**src/rtl/hsem_lock_master_if.sv**
```systemverilog
`default_nettype none
// ============================================================================
//  Module   : hsem_lock_master_if
//  Purpose  : Bundles the core-side command/response handshake and the
//             AHB-Lite master bus of hsem_lock_master.
//  Modports : master - the lock master (drives cmd_ready, rsp_*, AHB address
//                      and write data; receives cmd_*, hrdata, hready, hresp)
//             slave  - the far side (core + HSEM slave port)
//  Revision : 1.0 - initial release
// ============================================================================
interface hsem_lock_master_if #(
  parameter int SEM_ID_W = 5
);
  // Core command / response
  logic                cmd_valid;
  logic                cmd_ready;
  logic                cmd_op;
  logic [SEM_ID_W-1:0] cmd_sem;
  logic [7:0]          cmd_proc;
  logic                rsp_valid;
  logic                rsp_ok;
  logic                rsp_err;
  logic [7:0]          rsp_owner;
  // AHB-Lite master
  logic [31:0]         haddr;
  logic [1:0]          htrans;
  logic                hwrite;
  logic [2:0]          hsize;
  logic [2:0]          hburst;
  logic [31:0]         hwdata;
  logic [31:0]         hrdata;
  logic                hready;
  logic [1:0]          hresp;

  modport master (
    input  cmd_valid, cmd_op, cmd_sem, cmd_proc, hrdata, hready, hresp,
    output cmd_ready, rsp_valid, rsp_ok, rsp_err, rsp_owner,
           haddr, htrans, hwrite, hsize, hburst, hwdata
  );

  modport slave (
    output cmd_valid, cmd_op, cmd_sem, cmd_proc, hrdata, hready, hresp,
    input  cmd_ready, rsp_valid, rsp_ok, rsp_err, rsp_owner,
           haddr, htrans, hwrite, hsize, hburst, hwdata
  );
endinterface
`default_nettype wire

```
**src/rtl/hsem_lock_master.sv**
```systemverilog
`default_nettype none
// ============================================================================
//  Module   : hsem_lock_master
//  Purpose  : AHB-Lite master in front of the HSEM slave. Turns one lock or
//             unlock command into single transfers (write semaphore, read it
//             back to confirm ownership, retry with backoff on contention)
//             and returns exactly one response per command.
//  Ports    : hclk   - clock, rising edge
//             hreset - asynchronous reset, active high
//             bus    - hsem_lock_master_if.master (cmd/rsp handshake + AHB)
//  Revision : 1.0 - initial release
// ============================================================================
module hsem_lock_master #(
  parameter logic [31:0] SEM_BASE    = 32'h0000_0000,
  parameter int          SEM_ID_W    = 5,
  parameter int          MAX_RETRY   = 8,
  parameter int          BACKOFF_CYC = 16
) (
  input  wire logic          hclk,
  input  wire logic          hreset,
  hsem_lock_master_if.master bus
);

  localparam int CNT_W = $clog2(MAX_RETRY + 1);
  localparam int BO_W  = $clog2(BACKOFF_CYC + 1);

  localparam logic [CNT_W-1:0] c_MAX_RETRY = CNT_W'(MAX_RETRY);
  localparam logic [BO_W-1:0]  c_BO_LAST   = BO_W'(BACKOFF_CYC - 1);

  localparam logic [1:0] c_HTRANS_IDLE   = 2'b00;
  localparam logic [1:0] c_HTRANS_NONSEQ = 2'b10;
  localparam logic [1:0] c_HRESP_ERROR   = 2'b01;

  localparam logic [2:0] c_ST_IDLE    = 3'd0;
  localparam logic [2:0] c_ST_WR_A    = 3'd1;
  localparam logic [2:0] c_ST_WR_D    = 3'd2;
  localparam logic [2:0] c_ST_RD_A    = 3'd3;
  localparam logic [2:0] c_ST_RD_D    = 3'd4;
  localparam logic [2:0] c_ST_BACKOFF = 3'd5;
  localparam logic [2:0] c_ST_RESP    = 3'd6;

  logic [2:0]          r_state;
  logic [2:0]          w_state_nxt;
  logic                r_op;
  logic [SEM_ID_W-1:0] r_sem;
  logic [7:0]          r_proc;
  logic [CNT_W-1:0]    r_cnt;
  logic [BO_W-1:0]     r_bo;
  logic                r_rsp_ok;
  logic                r_rsp_err;
  logic [7:0]          r_rsp_owner;

  logic [CNT_W-1:0]    w_cnt_inc;
  logic                w_last_try;
  logic                w_bus_err;
  logic                w_rd_match;
  logic [31:0]         w_sem_addr;
  logic                w_unused_hrdata;

  logic                w_cmd_ready;
  logic                w_rsp_valid;
  logic [1:0]          w_htrans;
  logic                w_hwrite;
  logic [31:0]         w_haddr;
  logic [31:0]         w_hwdata;

  assign w_cnt_inc       = r_cnt + CNT_W'(1);
  assign w_last_try      = (w_cnt_inc == c_MAX_RETRY);
  assign w_bus_err       = (bus.hresp == c_HRESP_ERROR);
  assign w_rd_match      = bus.hrdata[31] && (bus.hrdata[7:0] == r_proc);
  assign w_sem_addr      = SEM_BASE + {{(30-SEM_ID_W){1'b0}}, r_sem, 2'b00};
  assign w_unused_hrdata = &{1'b0, bus.hrdata[30:8]};

  // State register
  always_ff @(posedge hclk or posedge hreset) begin
    if (hreset) r_state <= c_ST_IDLE;
    else        r_state <= w_state_nxt;
  end

  // Next-state logic. The ownership check is folded into the read data
  // phase: the decision is made on the hready cycle that returns the
  // read-back word, so a successful lock responds in the following cycle.
  always_comb begin
    w_state_nxt = r_state;
    case (r_state)
      c_ST_IDLE:    if (bus.cmd_valid) w_state_nxt = c_ST_WR_A;
      c_ST_WR_A:    if (bus.hready)    w_state_nxt = c_ST_WR_D;
      c_ST_WR_D: begin
        if (bus.hready) begin
          if (w_bus_err || r_op) w_state_nxt = c_ST_RESP;
          else                   w_state_nxt = c_ST_RD_A;
        end
      end
      c_ST_RD_A:    if (bus.hready)    w_state_nxt = c_ST_RD_D;
      c_ST_RD_D: begin
        if (bus.hready) begin
          if (w_bus_err || w_rd_match || w_last_try) w_state_nxt = c_ST_RESP;
          else                                       w_state_nxt = c_ST_BACKOFF;
        end
      end
      c_ST_BACKOFF: if (r_bo == c_BO_LAST) w_state_nxt = c_ST_WR_A;
      c_ST_RESP:    w_state_nxt = c_ST_IDLE;
      default:      w_state_nxt = c_ST_IDLE;
    endcase
  end

  // Output logic: everything decodes from the registered state and captured
  // command, so a reset mid-transfer returns htrans to IDLE immediately.
  always_comb begin
    w_cmd_ready = 1'b0;
    w_rsp_valid = 1'b0;
    w_htrans    = c_HTRANS_IDLE;
    w_hwrite    = 1'b0;
    w_haddr     = 32'h0;
    w_hwdata    = 32'h0;
    case (r_state)
      c_ST_IDLE: w_cmd_ready = 1'b1;
      c_ST_WR_A: begin
        w_htrans = c_HTRANS_NONSEQ;
        w_hwrite = 1'b1;
        w_haddr  = w_sem_addr;
      end
      c_ST_WR_D: w_hwdata = {~r_op, 23'h0, r_proc};
      c_ST_RD_A: begin
        w_htrans = c_HTRANS_NONSEQ;
        w_haddr  = w_sem_addr;
      end
      c_ST_RESP: w_rsp_valid = 1'b1;
      default: ;
    endcase
  end

  // Command capture, attempt/backoff counters and response registers
  always_ff @(posedge hclk or posedge hreset) begin
    if (hreset) begin
      r_op        <= 1'b0;
      r_sem       <= '0;
      r_proc      <= 8'h0;
      r_cnt       <= '0;
      r_bo        <= '0;
      r_rsp_ok    <= 1'b0;
      r_rsp_err   <= 1'b0;
      r_rsp_owner <= 8'h0;
    end else begin
      r_bo <= (r_state == c_ST_BACKOFF) ? r_bo + BO_W'(1) : '0;
      case (r_state)
        c_ST_IDLE: begin
          if (bus.cmd_valid) begin
            r_op   <= bus.cmd_op;
            r_sem  <= bus.cmd_sem;
            r_proc <= bus.cmd_proc;
            r_cnt  <= '0;
          end
        end
        c_ST_WR_D: begin
          if (bus.hready) begin
            if (w_bus_err) begin
              r_rsp_ok  <= 1'b0;
              r_rsp_err <= 1'b1;
            end else if (r_op) begin
              r_rsp_ok    <= 1'b1;
              r_rsp_err   <= 1'b0;
              r_rsp_owner <= 8'h0;
            end
          end
        end
        c_ST_RD_D: begin
          if (bus.hready) begin
            if (w_bus_err) begin
              r_rsp_ok  <= 1'b0;
              r_rsp_err <= 1'b1;
            end else if (w_rd_match) begin
              r_rsp_ok    <= 1'b1;
              r_rsp_err   <= 1'b0;
              r_rsp_owner <= bus.hrdata[7:0];
            end else begin
              // Counter saturates at MAX_RETRY: the last failure leaves
              // for RESP instead of incrementing past it.
              r_cnt <= w_cnt_inc;
              if (w_last_try) begin
                r_rsp_ok    <= 1'b0;
                r_rsp_err   <= 1'b0;
                r_rsp_owner <= bus.hrdata[7:0];
              end
            end
          end
        end
        default: ;
      endcase
    end
  end

  assign bus.cmd_ready = w_cmd_ready;
  assign bus.rsp_valid = w_rsp_valid;
  assign bus.rsp_ok    = r_rsp_ok;
  assign bus.rsp_err   = r_rsp_err;
  assign bus.rsp_owner = r_rsp_owner;
  assign bus.haddr     = w_haddr;
  assign bus.htrans    = w_htrans;
  assign bus.hwrite    = w_hwrite;
  assign bus.hsize     = 3'b010;
  assign bus.hburst    = 3'b000;
  assign bus.hwdata    = w_hwdata;

endmodule
`default_nettype wire

```
**src/flat_wrapper.sv**
```systemverilog
// flat-port wrapper written by rule: the top's interface ports become plain ports
module hsem_lock_master_flat 
#(
  parameter logic [31:0] SEM_BASE    = 32'h0000_0000,
  parameter int          SEM_ID_W    = 5,
  parameter int          MAX_RETRY   = 8,
  parameter int          BACKOFF_CYC = 16
)
  (hclk, hreset, bus_cmd_valid, bus_cmd_op, bus_cmd_sem, bus_cmd_proc, bus_hrdata, bus_hready, bus_hresp, bus_cmd_ready, bus_rsp_valid, bus_rsp_ok, bus_rsp_err, bus_rsp_owner, bus_haddr, bus_htrans, bus_hwrite, bus_hsize, bus_hburst, bus_hwdata);
  hsem_lock_master_if #(.SEM_ID_W(SEM_ID_W)) bus_i ();
  input  wire logic hclk;
  input  wire logic hreset;
  input wire logic [$bits(bus_i.cmd_valid)-1:0] bus_cmd_valid;
  input wire logic [$bits(bus_i.cmd_op)-1:0] bus_cmd_op;
  input wire logic [$bits(bus_i.cmd_sem)-1:0] bus_cmd_sem;
  input wire logic [$bits(bus_i.cmd_proc)-1:0] bus_cmd_proc;
  input wire logic [$bits(bus_i.hrdata)-1:0] bus_hrdata;
  input wire logic [$bits(bus_i.hready)-1:0] bus_hready;
  input wire logic [$bits(bus_i.hresp)-1:0] bus_hresp;
  output wire logic [$bits(bus_i.cmd_ready)-1:0] bus_cmd_ready;
  output wire logic [$bits(bus_i.rsp_valid)-1:0] bus_rsp_valid;
  output wire logic [$bits(bus_i.rsp_ok)-1:0] bus_rsp_ok;
  output wire logic [$bits(bus_i.rsp_err)-1:0] bus_rsp_err;
  output wire logic [$bits(bus_i.rsp_owner)-1:0] bus_rsp_owner;
  output wire logic [$bits(bus_i.haddr)-1:0] bus_haddr;
  output wire logic [$bits(bus_i.htrans)-1:0] bus_htrans;
  output wire logic [$bits(bus_i.hwrite)-1:0] bus_hwrite;
  output wire logic [$bits(bus_i.hsize)-1:0] bus_hsize;
  output wire logic [$bits(bus_i.hburst)-1:0] bus_hburst;
  output wire logic [$bits(bus_i.hwdata)-1:0] bus_hwdata;
  assign bus_i.cmd_valid = bus_cmd_valid;
  assign bus_i.cmd_op = bus_cmd_op;
  assign bus_i.cmd_sem = bus_cmd_sem;
  assign bus_i.cmd_proc = bus_cmd_proc;
  assign bus_i.hrdata = bus_hrdata;
  assign bus_i.hready = bus_hready;
  assign bus_i.hresp = bus_hresp;
  assign bus_cmd_ready = bus_i.cmd_ready;
  assign bus_rsp_valid = bus_i.rsp_valid;
  assign bus_rsp_ok = bus_i.rsp_ok;
  assign bus_rsp_err = bus_i.rsp_err;
  assign bus_rsp_owner = bus_i.rsp_owner;
  assign bus_haddr = bus_i.haddr;
  assign bus_htrans = bus_i.htrans;
  assign bus_hwrite = bus_i.hwrite;
  assign bus_hsize = bus_i.hsize;
  assign bus_hburst = bus_i.hburst;
  assign bus_hwdata = bus_i.hwdata;
  hsem_lock_master #(.SEM_BASE(SEM_BASE), .SEM_ID_W(SEM_ID_W), .MAX_RETRY(MAX_RETRY), .BACKOFF_CYC(BACKOFF_CYC)) u_core (.hclk(hclk), .hreset(hreset), .bus(bus_i));
endmodule
```
**config.mk**
```make
export PLATFORM = sky130hd
export DESIGN_NAME = hsem_lock_master_flat
export DESIGN_NICKNAME = d
export VERILOG_FILES = /design/src/rtl/hsem_lock_master_if.sv /design/src/rtl/hsem_lock_master.sv /design/src/flat_wrapper.sv
export SDC_FILE = /design/constraint.sdc
export NUM_CORES = 1
export LEC_CHECK = 0
export CAP_MARGIN = 25
export CORE_MARGIN = 1
export CORE_UTILIZATION = 25
export DETAILED_ROUTE_END_ITERATION = 10
export GPL_ROUTABILITY_DRIVEN = 0
export PLACE_DENSITY = 0.67
export SYNTH_ARGS = -nofsm -noshare
export SYNTH_HDL_FRONTEND = slang
export SYNTH_SLANG_ARGS = --single-unit
```
**constraint.sdc**
```tcl
create_clock -name hclk -period 2.13 [get_ports hclk]
set_input_delay 0.426 -clock hclk [delete_from_list [all_inputs] [get_ports hclk]]
set_output_delay 0.426 -clock hclk [all_outputs]
set_load 0.01 [all_outputs]
```
==> results of run 1 <==
## cell families (layout without fill, tap and decap cells)
family | after synthesis | count (layout)
flops | 36 | 36
mux | 16 | 16
compound gates | 34 | 34
fa+ha+maj | 3 | 3
buf+inv | 70 | 92
other cells | 2 | 57
xor+xnor | 11 | 11
simple gates | 60 | 60
## cell usage in the layout (no fill, tap or decap), types with 4 or more instances in the layout
cell,count
nand3_1,7
clkbuf_8,5
nor2b_1,6
clkdlybuf4s50_1,40
a22o_2,8
dlymetal6s2s_1,5
nor3_1,4
dfrtp_1,35
conb_1,57
buf_4,23
dlygate4sd2_1,7
and3_1,4
nand2_1,8
nor2_1,7
mux2_2,14
a21oi_1,6
inv_1,5
xnor2_1,9
and2_1,13
o21ai_0,5
## power by group
| part | internal [mW] | switching, mW | total [mW] |
|---|---|---|---|
| Clock | 0.222 | 0.227 | 0.449 |
| Sequential | 0.896 | 0.169 | 1.06 |
| Combinational | 0.783 | 0.656 | 1.44 |
## state kept, by name, indices dropped and copies added (netlist names)
register	count
u_core.r_state	3
u_core.r_sem	5
u_core.bus.rsp_ok	1
u_core.r_op	1
u_core.r_bo	5
u_core.bus.rsp_owner	8
u_core.bus.rsp_err	1
u_core.r_cnt	4
u_core.r_proc	8
## worst paths after layout
path                                           endpoint               from  cells after the start  slack [ns]
worst max-delay path                      bus_hwdata[2]  u_core.r_state[2]                      5        0.09
worst min-delay path                     u_core.r_bo[0]     u_core.r_bo[0]                      1        0.48
worst max register to register  u_core.bus.rsp_owner[5]  u_core.r_state[0]                      6        0.32
worst min register to register           u_core.r_bo[0]     u_core.r_bo[0]                      1        0.48
max in group asynchronous             u_core.r_state[2]             hreset                      3        1.23
min in group asynchronous               u_core.r_sem[0]             hreset                      3        0.55
## layer usage
metal | vias to the layer above | part of all wire, % | wire length [µm] | global-route usage, %
li1 | 824 | - | - | -
met1 | 811 | 44 | 2110 | 13.1
met2 | 79 | 49 | 2370 | 17.0
met3 | 7 | 5.9 | 288 | 3.26
met4 | 0 | 1.4 | 70 | 3.10
met5 | - | 0 | 0 | 0
## final cells by class
cell class	count	area, µm²	area share, %
multi-input combinational	181	1160	38.3
sequential	36	902	29.6
timing repair buffer	80	742	24.4
tap	111	139	4.56
clock buffer	6	72.6	2.38
inverter	5	18.8	0.617
clock inverter	1	5.00	0.164
## what timing repair did
action	in CTS	in global routing
endpoints found under the setup margin	15	8
setup buffers	5	1
resized for setup	15	12
pin swaps	1	1
==> impl_metrics.tcl, run 1 <==
set metrics [dict create \
    status "complete, no violations" \
    clkTransAtPathRegs_ns 0.07 \
    io_pins 137 \
    die_area_um2 9810 \
    crit_chain "nor3b_2 -> buf_4 -> buf_4 -> and2_1 -> dlygate4sd2_1" \
    period_needed_ns 2.04 \
    crit_buf_inv 3 \
    instances_no_fill 420 \
    worstPathArrival_ns 1.61 \
    area_delta_synth_final_pct 29.3 \
    netlist_top_cells_area "dfrtp_1 (38%), buf_4 (19%), mux2_2 (6.7%)" \
    cp_top_family "buffers and inverters" \
    final_hold_viol_count 0 \
    n_antenna_cell 0 \
    fin_setup_tns_ns 0 \
    yosys.area_share.simple_pct 15.5 \
    start_kind "register" \
    critPathSlowestCell "dfrtp_2" \
    synth_xor_area_share_pct 4.09 \
    synth_top_family_by_area "buffers and inverters" \
    post-route-util_pct 33.1 \
    die_h_um 99.0 \
    clock_latency_ns 0.28 \
    place_area_um2 2920 \
    power.leakage_nw 1.49 \
    drt_iter0_drc 81 \
    io_buffer_count 56 \
    wl_per_cell_um 11.5 \
    grt_setup_unrepaired "false" \
    synth_compound_area_share_pct 11.3 \
    critical_path_class "register to output port" \
    drive_gt1_share_pct 20.7 \
    yosysTopAreaCell "dfrtp_1" \
    hpwl_um 3580 \
    grt_pass1_vias 1649 \
    cts_buffer_depth 2 \
    synth_warnings 0 \
    synth.cell_area_um2 2350 \
    gr-usage-all-layers_pct 10.4 \
    synthCells 232 \
    dp_slack_ns -0.138 \
    postLayoutCellArea_um2 3040 \
    synthFlopType "dfrtp_1" \
    path_max_fanout 5 \
    cts_buffers 5 \
    htreeDepth 2 \
    period_share_pct 95.8 \
    netlist_top_cells_count "buf_4 (58), dfrtp_1 (36), mux2_2 (14)" \
    yosysTopAreaCellShare_pct 38.3 \
    rows 35 \
    clock-sinks 36 \
    cp_slowest_stage_delay_ns 0.44 \
    fill_cells 945 \
    synth_edf_count 0 \
    postCtsHoldBufs 0 \
    firstDrtPassIters 4 \
    hold_ws_ns 0.484 \
    maxCapViolCount 0 \
    synthAdderAreaFrac_pct 1.59 \
    root_buffer "clkbuf_8" \
    tritoncts "yes" \
    synthMuxAreaShare_pct 7.55 \
    max_freq_mhz 490 \
    fp.coreArea_um2 9200 \
    start_util_pct 25.6 \
    antenna_found_initial 0 \
    grt_pass1_wl_um 8020 \
    grt_max_degree 37 \
    setup_violations 0 \
    syn_avg_cell_area_um2 10.1 \
    p_per_area_nw_per_um2 970 \
    finalNetCount 364 \
    num_vias 1721 \
    detail_route.wirelength_um 4850 \
    final_antenna_net_count 0 \
    ys_seq_area_share_pct 38.3 \
    grt_overflow 0 \
    synth-seq-cells 36 \
    drt_drc_violations_left 0 \
    finalMaxSlewViolations 0 \
    dp.cells 407 \
    cp_common_cell "buf_4" \
    peakVddDrop_uv 579 \
    totalPowerFinal_mw 2.95 \
    yosys.cell_types.count 45 \
    yosysMostFrequentCell "buf_4" \
    cp.required_ns 1.70 \
    endpoint_kind "output port" \
    die_w_um 99.0 \
    fin_ws_ns 0.0901 \
    vias_per_cell 4.10 \
    synth-async-reset-ratio_pct 100 \
    clock_skew_ns 0.00633 \
    min_path_type "register to register" \
]
(Power assumes the default switching activity.)
==> run 2, diff against run 1 <==
- CORE_MARGIN: 1 -> 2
- MAX_ROUTING_LAYER: unset -> met4
==> run 2 against run 1 <==
  * First-iteration DRC count decreased by 22%
  * Hold slack got worse by 0.17 ns
  * Sequential power about the same
  * Cell count decreased by 1.7%
  * Combinational power decreased by 3%
  * Non-clock buffer count decreased by 8
  * Count of clock-buffer cells in the layout increased by 2
  * Die area increased by 4.1%
  * Clock skew decreased by 0.0040 ns
  * Sequential cell count unchanged
==> impl_metrics.tcl, run 2 (synthesis results as in run 1) <==
set metrics [dict create \
    status "complete, no violations" \
    root_buffer "clkbuf_8" \
    cts_buffer_depth 2 \
    totalPowerFinal_mw 2.95 \
    clock_latency_ns 0.29 \
    maxCapViolCount 0 \
    start_kind "register" \
    firstDrtPassIters 6 \
    peakVddDrop_uv 482 \
    rrSetupSlack_ns 0.34 \
    setup_violations 0 \
    grt_pass1_vias 1617 \
    grt_setup_unrepaired "false" \
    drive_gt1_share_pct 17.5 \
    rows 35 \
    period_share_pct 93.9 \
    period_needed_ns 2.00 \
    clock_skew_ns 0.00237 \
    wl_per_cell_um 12.0 \
    n_antenna_cell 0 \
    grt_pass1_wl_um 7780 \
    power.leakage_nw 1.47 \
    gr-usage-all-layers_pct 9.94 \
    hpwl_um 3780 \
    grt_max_degree 34 \
    grt_overflow 0 \
    drt_drc_violations_left 0 \
    die_area_um2 10200 \
    worstPathArrival_ns 1.57 \
    path_max_fanout 4 \
    htreeDepth 2 \
    detail_route.wirelength_um 4950 \
    die_h_um 101 \
    drt_iter0_drc 63 \
    finalMaxSlewViolations 0 \
    critical_path_class "register to output port" \
    vias_per_cell 4.08 \
    finalNetCount 356 \
    endpoint_kind "output port" \
    start_util_pct 25.6 \
    antenna_found_initial 0 \
    final_antenna_net_count 0 \
    fp.coreArea_um2 9200 \
    max_freq_mhz 500 \
    tritoncts "yes" \
    io_buffer_count 56 \
    cp.required_ns 1.70 \
    min_path_type "input pin to async pin" \
    clkTransAtPathRegs_ns 0.07 \
    instances_no_fill 413 \
    mostFrequentLayoutCells "conb_1 (57), clkdlybuf4s50_1 (40), dfrtp_1 (36)" \
    final_common_cell "conb_1" \
    num_vias 1683 \
    die_w_um 101 \
    p_per_area_nw_per_um2 978 \
    dp.cells 404 \
    area_delta_synth_final_pct 28.0 \
    io_pins 137 \
    final_hold_viol_count 0 \
    cts_buffers 5 \
    clock-sinks 36 \
]
## run 2: per-layer routing
layer	GRT usage, %	vias up	routed length [µm]
li1	-	809	-
met5	-	-	0
met4	2.49	0	48
met1	12.3	787	2180
met3	2.29	7	345
met2	16.5	80	2370
## run 2: power by group
group | total, mW | internal [mW] | leakage (nW) | switching [mW]
Sequential | 1.05 | 0.893 | 0.462 | 0.160
Clock | 0.502 | 0.264 | 0.0455 | 0.238
Combinational | 1.39 | 0.733 | 0.960 | 0.657
## run 2: what timing repair did
| item | 4_1_cts | 5_1_grt |
|---|---|---|
| endpoints found under the setup margin | 14 | 6 |
| gates cloned | 0 | 0 |
| setup buffers | 0 | 1 |
| endpoints found under the hold margin | 0 | 0 |
| gates resized for setup | 13 | 7 |
| hold buffers | 0 | 0 |
## run 2: stage by stage
stage	utilization, %	hold slack [ns]	setup WS (ns)	instance area [µm²]	TNS [ns]
2_1_floorplan	-	0.432	0.308	2560	0
3_3_place_gp	31.6	0.447	-0.167	2900	-1.88
3_5_place_dp	31.6	0.463	-0.222	2900	-2.46
4_1_cts	32.4	0.307	0.0112	2980	0
5_1_grt	32.8	0.320	0.0177	3010	0
6_report	32.8	0.311	0.129	3010	0
## run 2: worst max-delay path: stages (launching register included)
cell             delay (ns)
dfrtp_1                0.43
nor2b_2                0.14
nor2b_1                0.17
clkdlybuf4s50_1        0.55
## run 2: cell type report
class,count,area (µm²)
Clock buffer,8,90.1
Fill cell,953,6180
Inverter,5,18.8
Multi-Input combinational cell,181,1160
Sequential cell,36,901
Tap cell,111,139
Timing Repair Buffer,72,699
## run 2: worst paths after layout
kind / start / to / cells after the start
worst max register to register: u_core.r_state[0] / u_core.r_cnt[0] / 7
worst min-delay path: hreset / u_core.r_sem[0] / 2
worst max-delay path: u_core.r_state[2] / bus_hwrite / 3
min in group hclk: u_core.r_bo[0] / u_core.r_bo[0] / 1
max in group asynchronous: hreset / u_core.r_proc[0] / 3
worst min register to register: u_core.r_bo[0] / u_core.r_bo[0] / 1
==> run 3, diff against run 2 <==
- CORE_MARGIN: 2 -> 1.5
==> run 3 against run 2 <==
  * Count of clock-buffer cells in the layout down 1
  * Global-route usage up 0.31 points
  * Critical path depth up 1
  * Hold slack better by 0.16 ns
  * Wire length down 0.34%
  * Sequential power about the same
  * Via count up 2.9%
  * First-iteration DRC count down 44%
  * Largest cell class unchanged
  * Largest power group unchanged
==> impl_metrics.tcl, run 3 (synthesis results as in run 1) <==
set metrics [dict create \
    status "complete, no violations" \
    finalMaxSlewViolations 0 \
    start_util_pct 25.6 \
    critical_path_class "register to output port" \
    die_w_um 100 \
    fill_cells 948 \
    firstDrtPassIters 4 \
    cts_buffers 5 \
    clock_latency_ns 0.29 \
    post-route-util_pct 33.2 \
    n_antenna_cell 0 \
    intPower_mw 1.94 \
    io_pins 137 \
    period_needed_ns 2.02 \
    endpoint_kind "output port" \
    die_area_um2 10000 \
    grt_pass1_wl_um 7910 \
    crit_buf_inv 3 \
    cp_top_family "buffers and inverters" \
    rrSetupSlack_ns 0.20 \
    min_from "u_core.r_bo[0]" \
    mostFrequentLayoutCells "conb_1 (57), clkdlybuf4s50_1 (39), dfrtp_1 (36)" \
    die_h_um 100 \
    period_share_pct 95.0 \
    final_common_cell "conb_1" \
    cp.required_ns 1.70 \
    top_layer "met4" \
    min_to "u_core.r_bo[0]" \
    r2r_end "u_core.bus.rsp_owner[3]" \
    grt_overflow 0 \
    path_max_fanout 6 \
    clockPowerShare_pct 17.6 \
    detail_route.wirelength_um 4930 \
    clkTransAtPathRegs_ns 0.07 \
    maxCapViolCount 0 \
    htreeDepth 2 \
    area_delta_synth_final_pct 29.8 \
    m1WireLength_um 2100 \
    routed-wl-met2_um 2340 \
    wl_per_cell_um 11.7 \
    r2r_cells 8 \
    r2r_start "u_core.r_state[1]" \
    start_kind "register" \
    grt_setup_unrepaired "false" \
    peakVddDrop_uv 698 \
    tritoncts "yes" \
    root_buffer "clkbuf_8" \
    io_buffer_count 56 \
    rows 35 \
    cp_common_cell "buf_4" \
    grt_max_degree 37 \
    finalNetCount 364 \
    gr-usage-all-layers_pct 10.3 \
    num_vias 1731 \
    crit_chain "buf_4 -> buf_4 -> nor3_1 -> dlygate4sd2_1" \
    power.leakage_nw 1.53 \
    netSwitchingFraction_pct 35.3 \
    totalPowerFinal_mw 3.00 \
    min_path_type "register to register" \
    whs_path_depth 1 \
    fp.coreArea_um2 9200 \
    power_switching_mw 1.06 \
    critPathSlowestCell "dfrtp_1" \
    p_per_area_nw_per_um2 984 \
    cts_buffer_depth 2 \
    cp_slowest_stage_delay_ns 0.42 \
    vias_per_cell 4.12 \
    drt_drc_violations_left 0 \
    antenna_found_initial 0 \
    drt_iter0_drc 35 \
    worstPathArrival_ns 1.60 \
    met3_wirelength_um 405 \
    postCtsHoldBufs 0 \
    grt_pass1_vias 1670 \
    seqPwrFrac_pct 35.5 \
    max_freq_mhz 494 \
    setup_violations 0 \
    final_hold_viol_count 0 \
    final_antenna_net_count 0 \
    hpwl_um 3660 \
    pwr-share-comb_pct 47.0 \
    clock-sinks 36 \
    drive_gt1_share_pct 20.7 \
    clock_skew_ns 0.00540 \
]
run 3: cell types whose count changed in the layout (fill, tap and decap cells not counted), moves of 2 or more:
cell,delta
clkbuf_2,+3
dlygate4sd2_1,-6
buf_6,-2
dlymetal6s2s_1,+3
buf_4,+11
clkbuf_1,-2
run 3: worst max path at each step:
stage                           start                 endpoint  slack [ns]  cells after the start
finish              u_core.r_state[2]            bus_cmd_ready        0.11                      4
global route            bus_hrdata[3]  u_core.bus.rsp_owner[2]       0.002                      6
CTS                 u_core.r_state[0]             bus_haddr[4]       0.004                      4
detailed placement      bus_hrdata[3]  u_core.bus.rsp_owner[3]       -0.17                      6
global placement        bus_hrdata[3]  u_core.bus.rsp_owner[1]       -0.16                      6
floorplan           u_core.r_state[0]               bus_hwrite        0.31                      4
run 3: area by class of cell:
cell class | instances | area (µm²) | share of cell area (%)
repair buffers | 80 | 739 | 24.2
flip-flops and latches | 36 | 901 | 29.5
clock buffers | 7 | 96.3 | 3.15
inverters | 5 | 18.8 | 0.615
well taps | 111 | 139 | 4.55
multi-input cells | 181 | 1160 | 38.0
run 3: repair_timing:
action / 4_1_cts / 5_1_grt
setup buffers: 7 / 0
endpoints found under the hold margin: 0 / 0
endpoints found under the setup margin: 11 / 12
resized for setup: 9 / 16
run 3: per-stage QoR:
step	TNS, ns	hold slack, ns	std cells	worst slack [ns]	instance area, µm²
after global placement	-1.93	0.448	406	-0.162	2900
after CTS	0	0.480	420	0.00449	3040
after detailed placement	-1.96	0.468	406	-0.172	2900
after floorplan	0	0.432	287	0.308	2560
after global routing	0	0.514	420	0.00244	3050
final	0	0.474	420	0.107	3050
run 3: power groups by stage:
| stage | registers, mW | clock network [mW] | logic (mW) |
|---|---|---|---|
| global route | 1.09 | 0.561 | 1.55 |
| finish | 1.07 | 0.528 | 1.41 |
| floorplan | 1.03 | 0 | 0.943 |
| CTS | 1.07 | 0.544 | 1.43 |
| global placement | 1.08 | 0 | 1.36 |
| detailed placement | 1.09 | 0 | 1.38 |
run 3: routing by layer:
layer	up-vias	GRT usage [%]
li1	826	-
met1	813	11.8
met2	84	17.1
met3	8	3.06
met4	0	3.58
met5	-	-
